--- src/rtl/fetch_top.sv ---
// Instruction fetch stage: issues one memory read at a time, buffers a word while
// decode is stalled, and turns branch/jump redirects into NOP bubbles for decode.
//
// state | meaning
// ------+----------------------------------------------------------------
// REQ   | read of fetch_pc outstanding; next ack delivers or buffers it
// HOLD  | word captured while decode stalled; no memory request
// DROP  | squashed read still outstanding; its data is discarded on ack
module fetch_top #(
    parameter logic [31:0] RESET_PC  = 32'h0000_0000,
    parameter logic [31:0] NOP_INSTR = 32'h0000_0000
) (
    input  logic        clk,
    input  logic        reset,
    input  logic        stall,
    input  logic        is_jump,
    input  logic [31:0] jump_addr,
    input  logic        branch,
    input  logic [31:0] branch_addr,
    output logic        mem_req,
    output logic [31:0] mem_addr,
    input  logic        mem_ack,
    input  logic [31:0] mem_data,
    output logic [31:0] pc,
    output logic [31:0] instruction,
    output logic        we
);

    typedef enum logic [1:0] {
        S_REQ  = 2'd0,
        S_HOLD = 2'd1,
        S_DROP = 2'd2
    } state_t;

    state_t      state_q, state_d;
    logic [31:0] fetch_pc_q, fetch_pc_d;
    logic [31:0] pend_q, pend_d;
    logic [31:0] hold_pc_q, hold_pc_d;
    logic [31:0] hold_instr_q, hold_instr_d;
    logic [31:0] pc_q, pc_d;
    logic [31:0] instr_q, instr_d;
    logic        we_q, we_d;

    logic        redir;
    logic [31:0] target;
    logic [31:0] fetch_pc_inc;

    // A branch from M outranks a jump from decode; a stalled decode cannot jump.
    assign redir        = branch | (is_jump & ~stall);
    assign target       = branch ? branch_addr : jump_addr;
    assign fetch_pc_inc = fetch_pc_q + 32'd4;

    always_ff @(posedge clk) begin
        if (reset) begin
            state_q      <= S_REQ;
            fetch_pc_q   <= RESET_PC;
            pend_q       <= 32'h0;
            hold_pc_q    <= 32'h0;
            hold_instr_q <= 32'h0;
            pc_q         <= RESET_PC;
            instr_q      <= NOP_INSTR;
            we_q         <= 1'b0;
        end else begin
            state_q      <= state_d;
            fetch_pc_q   <= fetch_pc_d;
            pend_q       <= pend_d;
            hold_pc_q    <= hold_pc_d;
            hold_instr_q <= hold_instr_d;
            pc_q         <= pc_d;
            instr_q      <= instr_d;
            we_q         <= we_d;
        end
    end

    always_comb begin
        state_d = state_q;
        case (state_q)
            S_REQ: begin
                if (redir)
                    state_d = mem_ack ? S_REQ : S_DROP;
                else if (mem_ack && stall)
                    state_d = S_HOLD;
            end
            S_HOLD: begin
                if (redir || !stall)
                    state_d = S_REQ;
            end
            S_DROP: begin
                if (mem_ack)
                    state_d = S_REQ;
            end
            default: state_d = S_REQ;
        endcase
    end

    always_comb begin
        fetch_pc_d   = fetch_pc_q;
        pend_d       = pend_q;
        hold_pc_d    = hold_pc_q;
        hold_instr_d = hold_instr_q;
        pc_d         = pc_q;
        instr_d      = instr_q;
        we_d         = 1'b0;

        if (redir && !stall) begin
            pc_d    = target;
            instr_d = NOP_INSTR;
            we_d    = 1'b1;
        end

        case (state_q)
            S_REQ: begin
                if (redir) begin
                    // mem_addr must not move mid-request, so park the target.
                    if (mem_ack)
                        fetch_pc_d = target;
                    else
                        pend_d = target;
                end else if (mem_ack) begin
                    if (!stall) begin
                        pc_d       = fetch_pc_q;
                        instr_d    = mem_data;
                        we_d       = 1'b1;
                        fetch_pc_d = fetch_pc_inc;
                    end else begin
                        hold_pc_d    = fetch_pc_q;
                        hold_instr_d = mem_data;
                    end
                end
            end
            S_HOLD: begin
                if (redir) begin
                    fetch_pc_d = target;
                end else if (!stall) begin
                    pc_d       = hold_pc_q;
                    instr_d    = hold_instr_q;
                    we_d       = 1'b1;
                    fetch_pc_d = fetch_pc_inc;
                end
            end
            S_DROP: begin
                if (mem_ack)
                    fetch_pc_d = redir ? target : pend_q;
                else if (redir)
                    pend_d = target;
            end
            default: ;
        endcase
    end

    always_comb begin
        mem_req     = (state_q != S_HOLD);
        mem_addr    = fetch_pc_q;
        pc          = pc_q;
        instruction = instr_q;
        we          = we_q;
    end

endmodule

--- config.mk ---
export PLATFORM = sky130hd
export DESIGN_NAME = fetch_top
export DESIGN_NICKNAME = d
export VERILOG_FILES = /design/src/rtl/fetch_top.sv
export SDC_FILE = /design/constraint.sdc
export NUM_CORES = 1
export LEC_CHECK = 0
export ABC_AREA = 1
export CAP_MARGIN = 20
export CORE_MARGIN = 4
export CORE_UTILIZATION = 45
export CTS_CLUSTER_SIZE = 10
export DETAILED_ROUTE_END_ITERATION = 6
export PLACE_DENSITY = 0.68
export SLEW_MARGIN = 20
export SYNTH_ARGS = -nofsm -noshare
export SYNTH_HDL_FRONTEND = slang
export SYNTH_SLANG_ARGS = --single-unit
export TNS_END_PERCENT = 20
--- constraint.sdc ---
create_clock -name clk -period 2.9 [get_ports clk]
set_input_delay 0.435 -clock clk [delete_from_list [all_inputs] [get_ports clk]]
set_output_delay 0.435 -clock clk [all_outputs]
set_load 0.005 [all_outputs]
**Yosys cells after proc, flatten, opt, wreduce, memory -nomap -nowiden**

Cells that the tools add are included.

- Register bits after elaboration: 195
- Input bits: 102
- Output and inout bits: 98
- Word-level logic and storage cells: 73

- Add/sub/neg operators: 1
- Equal/unequal tests: 10
- Mux-type cells: 39
- Bitwise operators: 4
- Reduce and logical (&&, ||, !) cells: 11

Operator list:

| cell | count |
|---|---|
| $mux W32 | 23 |
| $pmux W32 S2 | 3 |
| $pmux W32 S3 | 1 |
| $add A32 B3 Y32 const B | 1 |
| $ne A2 B2 Y1 const B | 6 |
| $mux W2 | 5 |
| $reduce_and A4 Y1 | 2 |
| $pmux W2 S3 | 1 |
| $reduce_and A3 Y1 | 2 |
| $mux W1 | 5 |
| $ne A3 B3 Y1 const B | 1 |
| $reduce_bool A3 Y1 | 1 |
| $eq A2 B1 Y1 const B | 1 |
| $eq A2 B2 Y1 const B | 1 |
| $logic_and A1 B1 Y1 | 2 |
| $logic_not A2 Y1 | 1 |
| $ne A2 B1 Y1 const B | 1 |
| $not A1 Y1 | 2 |
| $pmux W1 S2 | 1 |
| $reduce_bool A2 Y1 | 1 |
| $and A1 B1 Y1 | 1 |
| $logic_not A1 Y1 | 1 |
| $logic_or A1 B1 Y1 | 1 |
| $or A1 B1 Y1 | 1 |

**Depth between registers and ports, before layout**

- Word-level depth: 9
- Gate-level depth with buffers: 12
- Gate-level depth less buffers: 12

**Worst setup path before layout**

No wires, ideal clock.

- Path type: input port to flip-flop
- Start point: input port branch
- End point: register fetch_pc_q[0], in the netlist mem_addr[0]
- Setup time: 0.128 ns
- Arrival time: 1.575 ns
- Required time: 2.772 ns
- Path slack: 1.197 ns
- Stages: 9
- Buffers on the path: 3
- Cell sequence: buf_4 > nor2_8 > nor2_4 > buf_4 > buf_2 > o211ai_1 > o21ai_1 > mux2i_1 > nor2_1

- Cells in the longest elaborated chain, start to end: 4
- Elaborated cells on any way between the ends: 8
- Those cells by class: mux: 7; bitwise: 1

RTL lines:

| item | line | text |
|---|---|---|
| start, declared | 18 | `input logic branch,` |
| $mux W32 or $or A1 B1 Y1 (tied branches) | 50, 49 |  |
| $mux W32, on equally long branches | n/a |  |
| $mux W32, on equally long branches | 142, 113 |  |
| $pmux W32 S3 (*) | 111 | `case (state_q)` |
| end signal, assigned | 65 | `fetch_pc_q <= fetch_pc_d;` |
| end, declared | 36 | `logic [31:0] fetch_pc_q, fetch_pc_d;` |

Every way passes the cells marked *; elsewhere a longest branch is shown, timed or not. The select of a mux whose other input is x is not followed.
A chain may end at the register's enable or synchronous reset.

**Final worst setup path**

- Start point: register state_q[0]
- End point: output port mem_req

- Cells in the longest elaborated chain, start to end: 1

RTL lines:

| item | line | text |
|---|---|---|
| start, declared | 35 | `state_t state_q, state_d;` |
| start signal, assigned | 64 | `state_q <= state_d;` |
| $ne A2 B1 Y1 | 152 | `mem_req = (state_q != S_HOLD);` |
| end, declared | 20 | `output logic mem_req,` |

No other way between the ends.

==> flow_summary.toml <==
[status]
status = "completed"

[die]
pin_count = 200
die_x_um = 169.8
rows = 58
fp.dieH_um = 169.8
initial_core_util_pct = 46.22
core-area_um2 = 25470
dieArea_um2 = 28820

[setup_path]
ff2ff_path_depth = 11
rrSetupSlack_ns = 0.61
r2r-start = "mem_addr[2]"
critPathLaunchType = "register"
crit_required_ns = 2.47
critPathArrivalTime_ns = 2.18
worstPathMaxFanout = 15
reg2reg_to = "mem_addr[20]"
cp-end-kind = "primary output"
worstSetupPathType = "reg2out"

[synth]
synth-main-ff-cell = "dfxtp_1"
netlist_top_cells_count = "nand2_1, o21ai_0, dfxtp_1"
yosysTopAreaCell = "dfxtp_1"
synth_xor_area_share_pct = 0.2232
synth_top_family_by_area = "compound AO/OA/AOI/OAI gates"
synth-compound-area-share_pct = 28.21
ys_warn_count = 0
synth-seq-area-share_pct = 33.16
synthArstFlopShare_pct = 0
synthAdderAreaFrac_pct = 0.1063
ys_top_cells_by_area = "dfxtp_1, nand2_1, o21ai_0, a21oi_1, nor2_1"
netlist.area_leader.share_pct = 33.16
synth_edf_count = 0
syn_inst = 1904
synth_area_um2 = 11770
ys_ff_latch = 195
synth_nets = 2007
syn_area_per_cell_um2 = 6.184
synth_most_common_cell = "nand2_1"
synth_mux_area_share_pct = 0.1700
synthSimpleGateAreaFrac_pct = 28.17
synthDistinctLibCells = 35

[clock_network]
clkTransAtPathRegs_ns = 0.08
h-tree-depth = 4
cts.sink_count = 195
cts_buffer_depth = 2
post_cts_resized = 0
cts_inserted_buffers = 17
clk-insertion-delay-late_ns = 0.44
post_cts_buffers = 0
cts_root_buf = "clkbuf_16"
tritoncts = "built"
hold_buffers = 0

[layout]
drive_gt1_share_pct = 5.175
stdcell_area_um2 = 14520
multiInputGateArea_um2 = 6713
nFillCells = 2490
fin_cells = 2359
seq_area_um2 = 3905
n_antenna_cell = 0
fin_nets = 2119
syn_to_final_growth_pct = 23.28

[detailed_routing]
drt_iter0_markers = 1480
vias = 13520
drtAntennaViolNets = 0
drc = 0
drt_wl_total_mm = 41.00
drt-wirelength-per-cell_um = 17.38
first_pass_iters = 6
via_per_inst = 5.731

[grt]
gr-total-overflow = 0
antenna_found_initial = 0
grt_pass1_vias = 12260
grt_first_pass_wirelength_mm = 65.18
grtUsageTotal_pct = 27.56
grt_max_degree = 130

[place]
port_buffers = 199
gp_congestion = 0.8898
dp_cells = 2327
dp_hpwl_mm = 27.50
place_area_um2 = 13940

[pwr]
p_switching_mw = 2.266
internal_power_mw = 4.747
power_frac_comb_pct = 22.5
p_leak_nw = 5.571
switching_share_pct = 32.31
power_density_nw_per_um2 = 483.1
ir_drop_mv = 0.3677
power_frac_clock_pct = 34.1
seqPwrFrac_pct = 43.4

[worst_hold_path]
holdPathEnd = "pend_q[22]"
holdPathStages = 2
hold_path.startpoint = "pend_q[22]"
hp-class = "reg2reg"

[timing]
worst_pin_slew_ns = 0.8078
setup_viol = 0
clock_skew_ns = 0.01492
slew_headroom_pct = 46.15
maxSlewViolCount = 0
rsz0062_at_grt = "no"
fin_crit_sh_pct = 90.22
finalSetupTns_ns = 0
finalHoldViolations = 0
fin_crit_ns = 2.616
fmax_mhz = 382.2
hold_slack_ns = 0.4716

[run]
max_cap_violations = 0
[worst max-delay path, cell delays in order (launching register included)]
cell and delay, ns:
dfxtp_1 0.58, inv_1 0.17, nor2_4 0.39, inv_1 0.12, clkdlybuf4s50_1 0.48
[layer usage]
layer  vias to the layer above  wire length [um]  global-route usage, %  part of all wire, %
met2                       581             20090                  47.04                   49
met1                      6289             17340                  36.70                   42
li1                       6589                 -                      -                    -
met4                         0               758                  7.210                  1.8
met5                         -                 0                      0                    0
met3                        61              2818                  3.843                  6.9
[sequential cells by signal, indices dropped and copies added, names as in the netlist]
register / cells
hold_instr_q: 32
pend_q: 32
hold_pc_q: 32
mem_addr: 32
instruction: 32
we: 1
pc: 32
state_q: 2
[cell families after synthesis]
| group | Yosys count |
|---|---|
| simple gates | 827 |
| xor+xnor | 3 |
| mux | 2 |
| flops | 195 |
| compound gates | 582 |
| fa+ha+maj | 1 |
| buf+inv | 294 |
[power groups by stage]
stage / combinational [mW] / sequential, mW / clock (mW)
final: 1.58 / 3.04 / 2.39
after floorplan: 0.902 / 3.05 / 0
after global routing: 1.74 / 3.07 / 2.54
after global placement: 1.53 / 3.10 / 0
after CTS: 1.57 / 3.04 / 2.41
after detailed placement: 1.56 / 3.10 / 0
[stage by stage]
step | setup WS, ns | total power, mW | utilization (%)
CTS | 0.2750 | 7.022 | 56.99
detailed placement | 0.3093 | 4.658 | 54.74
global route | 0.1401 | 7.352 | 56.99
global placement | 0.3649 | 4.629 | 54.74
floorplan | 1.197 | 3.955 | -
finish | 0.2836 | 7.013 | 56.99
[worst max path at each step]
stage                          start         endpoint  slack, ns  cells after the start
after floorplan               branch      mem_addr[0]       1.20                      9
after global placement       is_jump  instruction[23]       0.36                      8
after detailed placement     is_jump  instruction[18]       0.31                      8
after CTS                 state_q[0]          mem_req       0.27                      4
after global routing      state_q[0]          mem_req       0.14                      4
final                     state_q[0]          mem_req       0.28                      4
[cell usage in the layout (no fill, tap or decap), types with 2 or more instances in the layout]
| cell type | Yosys | routed |
|---|---|---|
| a31oi_1 | 49 | 49 |
| nor2_2 | 1 | 2 |
| buf_2 | 43 | 3 |
| dfxtp_1 | 195 | 194 |
| inv_1 | 142 | 141 |
| a21oi_1 | 163 | 163 |
| nor2_1 | 191 | 190 |
| a21boi_0 | 3 | 3 |
| inv_6 | 0 | 3 |
| a221oi_1 | 8 | 8 |
| nand2_2 | 0 | 2 |
| nand3_1 | 109 | 109 |
| clkbuf_16 | 0 | 17 |
| o21ai_1 | 22 | 22 |
| nand4_1 | 2 | 2 |
| buf_12 | 0 | 7 |
| inv_2 | 8 | 8 |
| or2_2 | 2 | 2 |
| xor2_1 | 3 | 3 |
| and2_1 | 2 | 2 |
| o211ai_1 | 78 | 78 |
| mux2i_1 | 2 | 2 |
| nand2_1 | 512 | 510 |
| inv_8 | 0 | 4 |
| buf_4 | 2 | 30 |
| clkinvlp_4 | 0 | 5 |
| a221oi_2 | 10 | 10 |
| nor2_4 | 5 | 5 |
| o21ai_0 | 245 | 245 |
| clkdlybuf4s50_1 | 0 | 196 |
[layout make-up]
| class | count | area share [%] |
|---|---|---|
| clock inverter | 14 | 0.9913 |
| sequential | 195 | 26.90 |
| clock buffer | 18 | 2.957 |
| multi-input combinational | 1415 | 46.25 |
| inverter | 151 | 3.922 |
| tap | 330 | 2.845 |
| timing repair buffer | 236 | 16.14 |
Power figures use the tool's default switching activity.
